==> src/rtl/lc3b_eviction_drain_pkg.sv <==
// Shared types for the L2 write-back eviction drain buffer: line address,
// FSM state and the eviction entry layout.
package lc3b_eviction_drain_pkg;

  typedef logic [11:0]  lc3b_line_addr;
  typedef logic [127:0] lc3b_line_data;

  typedef enum logic {
    evb_idle  = 1'b0,
    evb_write = 1'b1
  } lc3b_evb_state;

  typedef struct packed {
    logic          valid;
    logic          dirty;
    lc3b_line_addr addr;
    lc3b_line_data data;
  } lc3b_eviction_array_entry;

  // Line-aligned byte address of a stored line; the offset nibble is always zero.
  function automatic logic [15:0] lc3b_line_base(input lc3b_line_addr a);
    return {a, 4'h0};
  endfunction

endpackage

==> src/rtl/lc3b_evb_match.sv <==
// DEPTH-way line-address compare that reports the youngest matching valid
// entry, where age is measured backwards from the FIFO tail.
module lc3b_evb_match
  import lc3b_eviction_drain_pkg::*;
#(
  parameter int DEPTH = 4
) (
  input  logic                          [DEPTH-1:0] entry_valid,
  input  lc3b_line_addr                 [DEPTH-1:0] entry_addr,
  input  logic        [$clog2(DEPTH)-1:0]           tail,
  input  lc3b_line_addr                             query,
  output logic                                      hit,
  output logic        [$clog2(DEPTH)-1:0]           sel
);

  localparam int PTR_W = $clog2(DEPTH);

  logic [PTR_W-1:0] idx;

  // Walk from oldest slot (tail-DEPTH) to youngest (tail-1); the last match wins.
  always_comb begin
    hit = 1'b0;
    sel = '0;
    idx = '0;
    for (int k = DEPTH; k >= 1; k--) begin
      idx = tail - PTR_W'(k);
      if (entry_valid[idx] && (entry_addr[idx] == query)) begin
        hit = 1'b1;
        sel = idx;
      end
    end
  end

endmodule

==> src/rtl/lc3b_eviction_drain.sv <==
// Write-back eviction buffer between L2 and pmem: queues dirty lines, drains
// them in order, and forwards queued data to L2 lookups. Optional in-place
// merge of repeated evictions is enabled by LC3B_EVICTION_MERGE_EN.
module lc3b_eviction_drain
  import lc3b_eviction_drain_pkg::*;
#(
  parameter int DEPTH = 4
) (
  input  logic         clk,
  input  logic         rst_n,
  input  logic         evict_valid,
  input  logic [15:0]  evict_addr,
  input  logic [127:0] evict_data,
  output logic         evict_ready,
  input  logic [15:0]  lookup_addr,
  output logic         lookup_hit,
  output logic [127:0] lookup_data,
  input  logic         drain_allow,
  output logic         pmem_write,
  output logic [15:0]  pmem_address,
  output logic [127:0] pmem_wdata,
  input  logic         pmem_resp,
  output logic         empty
);

  localparam int PTR_W = $clog2(DEPTH);
  localparam int CNT_W = PTR_W + 1;

  lc3b_eviction_array_entry entries_q [DEPTH];
  lc3b_eviction_array_entry entries_d [DEPTH];
  logic [PTR_W-1:0]         head_q, head_d;
  logic [PTR_W-1:0]         tail_q, tail_d;
  logic [CNT_W-1:0]         count_q, count_d;
  lc3b_evb_state            state_q, state_d;
  logic                     pmem_write_q, pmem_write_d;
  logic [15:0]              pmem_address_q, pmem_address_d;
  logic [127:0]             pmem_wdata_q, pmem_wdata_d;

  logic [DEPTH-1:0]                valid_vec;
  lc3b_line_addr [DEPTH-1:0]       addr_vec;
  logic                            lk_hit;
  logic [PTR_W-1:0]                lk_idx;
  logic                            merge_hit;
  logic [PTR_W-1:0]                merge_idx;
  logic                            push, pop, do_merge, do_alloc;
  logic                            unused_low_bits;

  assign unused_low_bits = ^{evict_addr[3:0], lookup_addr[3:0]};

  always_comb begin
    valid_vec = '0;
    addr_vec  = '0;
    for (int i = 0; i < DEPTH; i++) begin
      valid_vec[i] = entries_q[i].valid;
      addr_vec[i]  = entries_q[i].addr;
    end
  end

  lc3b_evb_match #(.DEPTH(DEPTH)) u_lookup_match (
    .entry_valid (valid_vec),
    .entry_addr  (addr_vec),
    .tail        (tail_q),
    .query       (lookup_addr[15:4]),
    .hit         (lk_hit),
    .sel         (lk_idx)
  );

`ifdef LC3B_EVICTION_MERGE_EN
  logic [DEPTH-1:0] merge_valid_vec;

  // The in-flight head is invisible to merging so its pmem data never changes.
  always_comb begin
    merge_valid_vec = valid_vec;
    if (state_q == evb_write) merge_valid_vec[head_q] = 1'b0;
  end

  lc3b_evb_match #(.DEPTH(DEPTH)) u_merge_match (
    .entry_valid (merge_valid_vec),
    .entry_addr  (addr_vec),
    .tail        (tail_q),
    .query       (evict_addr[15:4]),
    .hit         (merge_hit),
    .sel         (merge_idx)
  );
`else
  assign merge_hit = 1'b0;
  assign merge_idx = '0;
`endif

  assign evict_ready  = (count_q < CNT_W'(DEPTH)) || merge_hit;
  assign empty        = (count_q == '0);
  assign lookup_hit   = lk_hit;
  assign lookup_data  = lk_hit ? entries_q[lk_idx].data : '0;
  assign pmem_write   = pmem_write_q;
  assign pmem_address = pmem_address_q;
  assign pmem_wdata   = pmem_wdata_q;

  assign push     = evict_valid && evict_ready;
  assign pop      = (state_q == evb_write) && pmem_resp;
  assign do_merge = push && merge_hit;
  assign do_alloc = push && !merge_hit;

  always_comb begin
    entries_d      = entries_q;
    head_d         = head_q;
    tail_d         = tail_q;
    count_d        = count_q;
    state_d        = state_q;
    pmem_write_d   = pmem_write_q;
    pmem_address_d = pmem_address_q;
    pmem_wdata_d   = pmem_wdata_q;

    if (pop) begin
      entries_d[head_q].valid = 1'b0;
      entries_d[head_q].dirty = 1'b0;
      head_d                  = head_q + PTR_W'(1);
    end

    if (do_merge) entries_d[merge_idx].data = evict_data;

    if (do_alloc) begin
      entries_d[tail_q].valid = 1'b1;
      entries_d[tail_q].dirty = 1'b1;
      entries_d[tail_q].addr  = evict_addr[15:4];
      entries_d[tail_q].data  = evict_data;
      tail_d                  = tail_q + PTR_W'(1);
    end

    case ({do_alloc, pop})
      2'b10:   count_d = count_q + CNT_W'(1);
      2'b01:   count_d = count_q - CNT_W'(1);
      default: count_d = count_q;
    endcase

    case (state_q)
      evb_idle: begin
        if ((count_q != '0) && drain_allow) begin
          state_d        = evb_write;
          pmem_write_d   = 1'b1;
          pmem_address_d = lc3b_line_base(entries_q[head_q].addr);
          // A merge landing on the head this same cycle must reach pmem.
          pmem_wdata_d   = (do_merge && (merge_idx == head_q)) ? evict_data
                                                               : entries_q[head_q].data;
        end
      end
      evb_write: begin
        if (pmem_resp) begin
          state_d      = evb_idle;
          pmem_write_d = 1'b0;
        end
      end
      default: begin
        state_d      = evb_idle;
        pmem_write_d = 1'b0;
      end
    endcase
  end

  always_ff @(posedge clk or negedge rst_n) begin
    if (!rst_n) begin
      for (int i = 0; i < DEPTH; i++) entries_q[i] <= '0;
      head_q         <= '0;
      tail_q         <= '0;
      count_q        <= '0;
      state_q        <= evb_idle;
      pmem_write_q   <= 1'b0;
      pmem_address_q <= '0;
      pmem_wdata_q   <= '0;
    end else begin
      for (int i = 0; i < DEPTH; i++) entries_q[i] <= entries_d[i];
      head_q         <= head_d;
      tail_q         <= tail_d;
      count_q        <= count_d;
      state_q        <= state_d;
      pmem_write_q   <= pmem_write_d;
      pmem_address_q <= pmem_address_d;
      pmem_wdata_q   <= pmem_wdata_d;
    end
  end

endmodule
==> config.mk <==
export PLATFORM = sky130hd
export DESIGN_NAME = lc3b_eviction_drain
export DESIGN_NICKNAME = d
export VERILOG_FILES = /design/src/rtl/lc3b_eviction_drain_pkg.sv /design/src/rtl/lc3b_evb_match.sv /design/src/rtl/lc3b_eviction_drain.sv
export SDC_FILE = /design/constraint.sdc
export NUM_CORES = 1
export LEC_CHECK = 0
export BUFFER_PORTS_ARGS = -buffer_cell sky130_fd_sc_hd__clkbuf_2
export CAP_MARGIN = 30
export CORE_MARGIN = 3
export CORE_UTILIZATION = 62
export CTS_BUF_LIST = sky130_fd_sc_hd__clkbuf_4
export DETAILED_ROUTE_END_ITERATION = 7
export GPL_ROUTABILITY_DRIVEN = 0
export PLACE_DENSITY = 0.84
export SETUP_SLACK_MARGIN = 0.3
export SYNTH_ARGS = -nofsm -noshare
export SYNTH_HDL_FRONTEND = slang
export SYNTH_SLANG_ARGS = --single-unit
==> constraint.sdc <==
create_clock -name clk -period 17 [get_ports clk]
set_input_delay 5.1 -clock clk [delete_from_list [all_inputs] [get_ports clk]]
set_output_delay 5.1 -clock clk [all_outputs]
set_load 0.02 [all_outputs]
==> impl_metrics.json, run 1 <==
{
  "outcome": "finished clean",
  "cap_violations": 0,
  "fp.dieW_um": 245,
  "synth_compound_area_share_pct": 2.86,
  "antenna_found_initial": 15,
  "synthFlopType": "dfrtp_1",
  "hold_viol": 0,
  "ctsHoldBuffers": 0,
  "dp_hpwl_um": 55900,
  "setup_viol": 0,
  "die_y_um": 245,
  "ys_warn_count": 0,
  "route.detailed.drc": 0,
  "fillers": 3703,
  "intPower_mw": 5.16,
  "routed_wirelength_um": 89800,
  "portBuffers": 428,
  "p_sw_mw": 2.77,
  "register_area_um2": 17900,
  "fin_worst_skew_ns": 0.0732,
  "synth_most_common_cell": "dfrtp_1",
  "coreArea_um2": 55700,
  "min-delay-start": "pmem_wdata[12]$_DFFE_PN0P_",
  "final_max_slew_viol_count": 0,
  "synth_edf_count": 0,
  "finalCritPeriodShare_pct": 85.9,
  "cts_root_buf": "clkbuf_4",
  "grtUsageTotal_pct": 30.6,
  "viasPerCell": 6.19,
  "worstPathRequired_ns": 11.90,
  "dieArea_um2": 59900,
  "power_density_nw_per_um2": 197,
  "cts_buffer_depth": 3,
  "worstReg2RegStart": "tail_q[1]$_DFFE_PN0P_",
  "synthXorXnorAreaFrac_pct": 1.46,
  "mappedNetlistArea_um2": 35300,
  "synth.area.mux_share_pct": 40.5,
  "synth_top_cell_area_share_pct": 50.5,
  "cts_max_level": 4,
  "cts.sinks": 713,
  "cts_buffers": 185,
  "cts_resized": 0,
  "fin_util_pct": 72.2,
  "grt_pass1_vias": 25498,
  "drive_above_1_share_pct": 54.5,
  "clock.fmax_ghz": 0.0685,
  "p_seq_share_pct": 40.9,
  "synthTopCellsByCount": "713 x dfrtp_1, 700 x mux2_2, 303 x mux2i_1",
  "critPathKind": "input pin to output port",
  "startpoint_type": "input pin",
  "pwr-share-clk_pct": 18.3,
  "swShare_pct": 34.9,
  "clk_latency_ns": 1.02,
  "ant_nets": 0,
  "synth_simple_gate_area_share_pct": 1.24,
  "routedWlPerCell_um": 24.1,
  "synth_top_family_by_area": "multiplexers",
  "p_comb_share_pct": 40.8,
  "busiest_layer": "met2",
  "yosysUniqueCellTypes": 52,
  "cp.arrival_ns": 9.50,
  "cp_max_fo": 70,
  "multi_input_area_um2": 16500,
  "leakagePower_nw": 19.1,
  "synth.area.top_cells": "dfrtp_1 51%, mux2_2 22%, mux4_2 9.5%",
  "synth-async-reset-ratio_pct": 100,
  "synthCells": 2382,
  "fin_crit_ns": 14.60,
  "row_count": 86,
  "worst_pin_slew_ns": 1.07,
  "dr.pass1.iters": 5,
  "globalRouteMet2Util_pct": 51.0,
  "grt_pass1_wl_um": 143000,
  "critPathCaptureType": "output port",
  "synthAdderAreaFrac_pct": 0.376,
  "drt_iter0_markers": 1467,
  "finalWorstSetupSlack_ns": 2.40,
  "rsz0062_at_grt": "false",
  "postCtsSetupRepairBufs": 0,
  "nNetsFinal": 3021,
  "hp-class": "register to register",
  "syn_to_final_growth_pct": 14.0,
  "overflow": 0,
  "initial_core_util_pct": 63.4,
  "pre_cts_slack_ns": 2.61,
  "synth_top_area_cell": "dfrtp_1",
  "finalPower_mw": 7.93,
  "peakVddDrop_v": 0.000111,
  "fin_tns_setup_ns": 0,
  "crit_start": "lookup_addr[9]",
  "cts_tree": "built",
  "syn_area_per_cell_um2": 14.8,
  "ys_ff_latch": 713,
  "num_vias": 23107,
  "met3_usage_pct": 9.32,
  "clk_pin_slew_ns": 0.05,
  "synth-seq-area-share_pct": 50.5,
  "io_pins": 441,
  "grtUsageMet1_pct": 36.9,
  "grt_max_degree": 193,
  "max_slew_margin_pct": 28.8
}
## cell families (layout without fill, tap and decap cells)
| group | count (synthesis) | count (layout) |
|---|---|---|
| mux | 1154 | 1154 |
| flops | 713 | 713 |
| buf+inv | 203 | 787 |
| compound gates | 157 | 157 |
| simple gates | 85 | 85 |
| xor+xnor | 59 | 59 |
| fa+ha+maj | 10 | 10 |
| other cells | 1 | 19 |
## worst max-delay path, cell delays in order
cell	delay [ns]
clkbuf_2	0.15
nand2b_1	0.16
mux2_1	0.33
a21oi_1	0.14
o221ai_1	0.13
or4_1	0.68
mux2i_1	0.19
o41ai_2	0.13
buf_4	0.77
buf_4	0.94
o22ai_1	0.34
clkbuf_2	0.26
## final timing paths
path	cells past startpoint	slack (ns)	end
max	12	2.40	lookup_data[118]
min	1	0.51	pmem_wdata[12]$_DFFE_PN0P_
max reg2reg	6	12.83	entries_q[365]$_DFFE_PN0P_
min reg2reg	1	0.51	pmem_wdata[12]$_DFFE_PN0P_
max in group asynchronous	3	10.47	entries_q[491]$_DFFE_PN0P_
min in group asynchronous	1	4.15	count_q[1]$_DFFE_PN0P_
## registers in the layout, summed over array words and instances, names as in the netlist
signal        cells
pmem_write        1
entries_q       516
pmem_wdata      128
pmem_address     12
addr_vec         48
head_q            2
state_q           1
tail_q            2
count_q           3
## metal layers
metal	routed length, um	up-vias	share of wire (%)
li1	-	10068	-
met1	34800	12038	39
met2	45100	769	50
met3	6540	222	7.3
met4	3270	10	3.6
met5	68	-	0.076
## area by class of cell
class                   instances  share of cell area [%]
well taps                     748                    2.33
flip-flops and latches        713                    44.3
clock inverters                35                   0.525
clock buffers                 275                    5.13
multi-input cells            1469                    40.9
repair buffers                465                    6.56
inverters                      12                   0.112
diodes                         15                  0.0932
## stage by stage
| stage | instances | hold slack, ns | cell area [um^2] |
|---|---|---|---|
| 6_report | 3732 | 0.507 | 40300 |
| 4_1_cts | 3715 | 0.510 | 40200 |
| 3_3_place_gp | 3399 | 0.478 | 37700 |
| 3_5_place_dp | 3405 | 0.496 | 37900 |
| 5_1_grt | 3730 | 0.522 | 40200 |
| 2_1_floorplan | 2385 | 0.451 | 35300 |
## power groups by stage
stage | registers [mW] | logic, mW | clock network [mW]
detailed placement | 3.26 | 3.24 | 0
floorplan | 3.22 | 2.35 | 0
global route | 3.36 | 3.48 | 1.59
finish | 3.24 | 3.24 | 1.45
CTS | 3.23 | 3.25 | 1.49
global placement | 3.18 | 3.09 | 0
## placed cells by master, fill, tap and decap left out, types with 9 or more instances in the layout
master | Yosys | final
dfrtp_1 | 713 | 710
clkinv_1 | 0 | 20
mux2i_1 | 303 | 303
clkbuf_2 | 0 | 427
xor2_1 | 16 | 16
nand2_1 | 27 | 22
o22ai_1 | 129 | 129
buf_4 | 12 | 25
mux4_2 | 149 | 149
nor2_1 | 10 | 10
nor3_1 | 11 | 11
diode_2 | 0 | 15
xnor2_1 | 43 | 43
mux2_2 | 700 | 700
ha_1 | 9 | 9
inv_1 | 11 | 11
clkbuf_4 | 0 | 275
Power figures use the tool's default switching activity.
==> run 2: changes to the inputs <==
==> constraint.sdc (replaced) <==
create_clock -name clk -period 17.3 [get_ports clk]
set_input_delay 5.19 -clock clk [delete_from_list [all_inputs] [get_ports clk]]
set_output_delay 5.19 -clock clk [all_outputs]
set_load 0.02 [all_outputs]
==> run 2 against run 1 <==
Final area fell by 0.51%. Worst hold slack got worse by 0.0073 ns. First-iteration DRC count fell by 2.0%. Critical path depth did not move. Routed wire length rose by 0.10%. Utilization fell by 0.37 points. Sequential share of layout area rose by 0.23 points. Register-to-register slack improved by 0.40 ns. Global-route usage fell by 0.086 points. Final cell count fell by 0.11%. Highest routed layer unchanged.
==> impl_metrics.json, run 2 (same netlist as run 1, synthesis figures left out) <==
{
  "outcome": "finished clean",
  "worstPathRequired_ns": 12.11,
  "worst_pin_slew_ns": 1.06,
  "dp_cells": 3403,
  "clock.fmax_ghz": 0.0702,
  "max_slew_margin_pct": 29.2,
  "routed_wirelength_um": 89900,
  "place_area_um2": 37800,
  "drt_iter0_markers": 1437,
  "intPower_mw": 5.00,
  "portBuffers": 428,
  "die_y_um": 245,
  "grt_pass1_vias": 25387,
  "critPathCaptureType": "output port",
  "cts_resized": 0,
  "finalWorstSetupSlack_ns": 3.05,
  "coreArea_um2": 55700,
  "grt_pass1_wl_um": 142000,
  "drive_above_1_share_pct": 53.8,
  "cp.arrival_ns": 9.06,
  "fin_crit_ns": 14.25,
  "design_area_um2": 40000,
  "nNetsFinal": 3015,
  "antenna_found_initial": 20,
  "route.detailed.drc": 0,
  "grtUsageTotal_pct": 30.5,
  "cts_buffers": 182,
  "ant_nets": 0,
  "final_common_cell": "dfrtp_1",
  "fp.dieW_um": 245,
  "pre_cts_slack_ns": 3.17,
  "peakVddDrop_v": 0.000197,
  "register_area_um2": 17900,
  "clk_pin_slew_ns": 0.07,
  "cts.sinks": 713,
  "io_pins": 441,
  "hold_viol": 0,
  "overflow": 0,
  "cts_buffer_depth": 3,
  "dieArea_um2": 59900,
  "dp_hpwl_um": 55800,
  "setup_viol": 0,
  "rsz0062_at_grt": "false",
  "routedWlPerCell_um": 24.1,
  "leakagePower_nw": 18.9,
  "multi_input_area_um2": 16500,
  "critPathKind": "input pin to output port",
  "num_vias": 23220,
  "cp_slowest_cell": "buf_4",
  "clk_latency_ns": 1.01,
  "cts_root_buf": "clkbuf_4",
  "p_seq_share_pct": 41.2,
  "finalCritPeriodShare_pct": 82.4,
  "swShare_pct": 35.3,
  "fin_tns_setup_ns": 0,
  "cts_max_level": 4,
  "grt_max_degree": 188,
  "power_density_nw_per_um2": 193,
  "final_max_slew_viol_count": 0,
  "syn_to_final_growth_pct": 13.4,
  "p_comb_share_pct": 40.9,
  "most-common-layout-cells": "710 x dfrtp_1, 700 x mux2_2, 427 x clkbuf_2",
  "ctsHoldBuffers": 0,
  "fin_worst_skew_ns": 0.0680,
  "postCtsSetupRepairBufs": 0,
  "cts_tree": "built",
  "crit_path_max_incr_delay_ns": 0.79,
  "fin_cells": 3728,
  "hp-class": "register to register",
  "regMostFlops": "entries_q",
  "cp_max_fo": 42,
  "cap_violations": 0,
  "startpoint_type": "input pin",
  "crit_chain": "clkbuf_2, xnor2_1, a32oi_1, nor4_1, a21oi_1, or4_1, nand2b_1, o211ai_1, buf_4, o22ai_1, o32ai_1, clkbuf_2",
  "dr.pass1.iters": 5,
  "row_count": 86,
  "pwr-share-clk_pct": 17.8,
  "fillers": 3768,
  "initial_core_util_pct": 63.4,
  "cpMostUsedCell": "clkbuf_2",
  "largest_reg_flops": 516,
  "p_sw_mw": 2.73,
  "viasPerCell": 6.23
}
-- run 2: changes by cell type in the layout (fill, tap and decap cells not counted), sizes merged --
cell      change
clkinvlp      +1
clkbuf       -17
diode         +2
clkinv       +13
inv           +1
buf           -3
bufinv        -1
-- run 2: worst paths after layout --
kind	startpoint	end	slack, ns	depth (start not counted)
setup / recovery	lookup_addr[10]	lookup_data[126]	3.05	12
hold / removal	count_q[0]$_DFFE_PN0P_	count_q[0]$_DFFE_PN0P_	0.50	1
setup reg to reg	tail_q[1]$_DFFE_PN0P_	entries_q[375]$_DFFE_PN0P_	13.23	6
hold reg to reg	count_q[0]$_DFFE_PN0P_	count_q[0]$_DFFE_PN0P_	0.50	1
max in group asynchronous	rst_n	entries_q[40]$_DFFE_PN0P_	10.19	5
min in group asynchronous	rst_n	state_q$_DFF_PN0_	4.24	1
-- run 2: metal layers --
metal	vias up	wire, um	GRT usage (%)
met1	12147	34600	36.2
met3	236	6750	9.64
met5	-	105	0
met2	790	44800	51.0
li1	10031	-	-
met4	16	3650	14.3
-- run 2: cell type report --
| type | count | area share (%) |
|---|---|---|
| Multi-Input combinational cell | 1469 | 41.1 |
| Clock buffer | 258 | 4.84 |
| Tap cell | 748 | 2.34 |
| Antenna cell | 17 | 0.106 |
| Timing Repair Buffer | 462 | 6.32 |
| Clock inverter | 49 | 0.594 |
| Inverter | 12 | 0.112 |
| Sequential cell | 713 | 44.6 |
-- run 2: metrics by stage --
stage	util, %	power (mW)	hold WS (ns)
floorplan	-	5.47	0.451
global placement	67.7	6.15	0.482
detailed placement	67.8	6.37	0.487
CTS	71.7	7.77	0.502
global route	71.8	8.20	0.519
finish	71.8	7.73	0.500
-- run 2: power by group through the flow --
| stage | clock (mW) | sequential, mW | combinational [mW] |
|---|---|---|---|
| floorplan | 0 | 3.17 | 2.31 |
| global placement | 0 | 3.10 | 3.05 |
| detailed placement | 0 | 3.21 | 3.17 |
| CTS | 1.41 | 3.18 | 3.18 |
| global route | 1.51 | 3.30 | 3.39 |
| finish | 1.38 | 3.19 | 3.16 |
-- run 2: worst max-delay path, delay by kind of cell --
kind	cells	cell delay, ns
XOR/XNOR	1	0.15
buffers and inverters	3	1.27
AO/OA/AOI/OAI	5	1.18
AND/OR/NAND/NOR	3	1.24
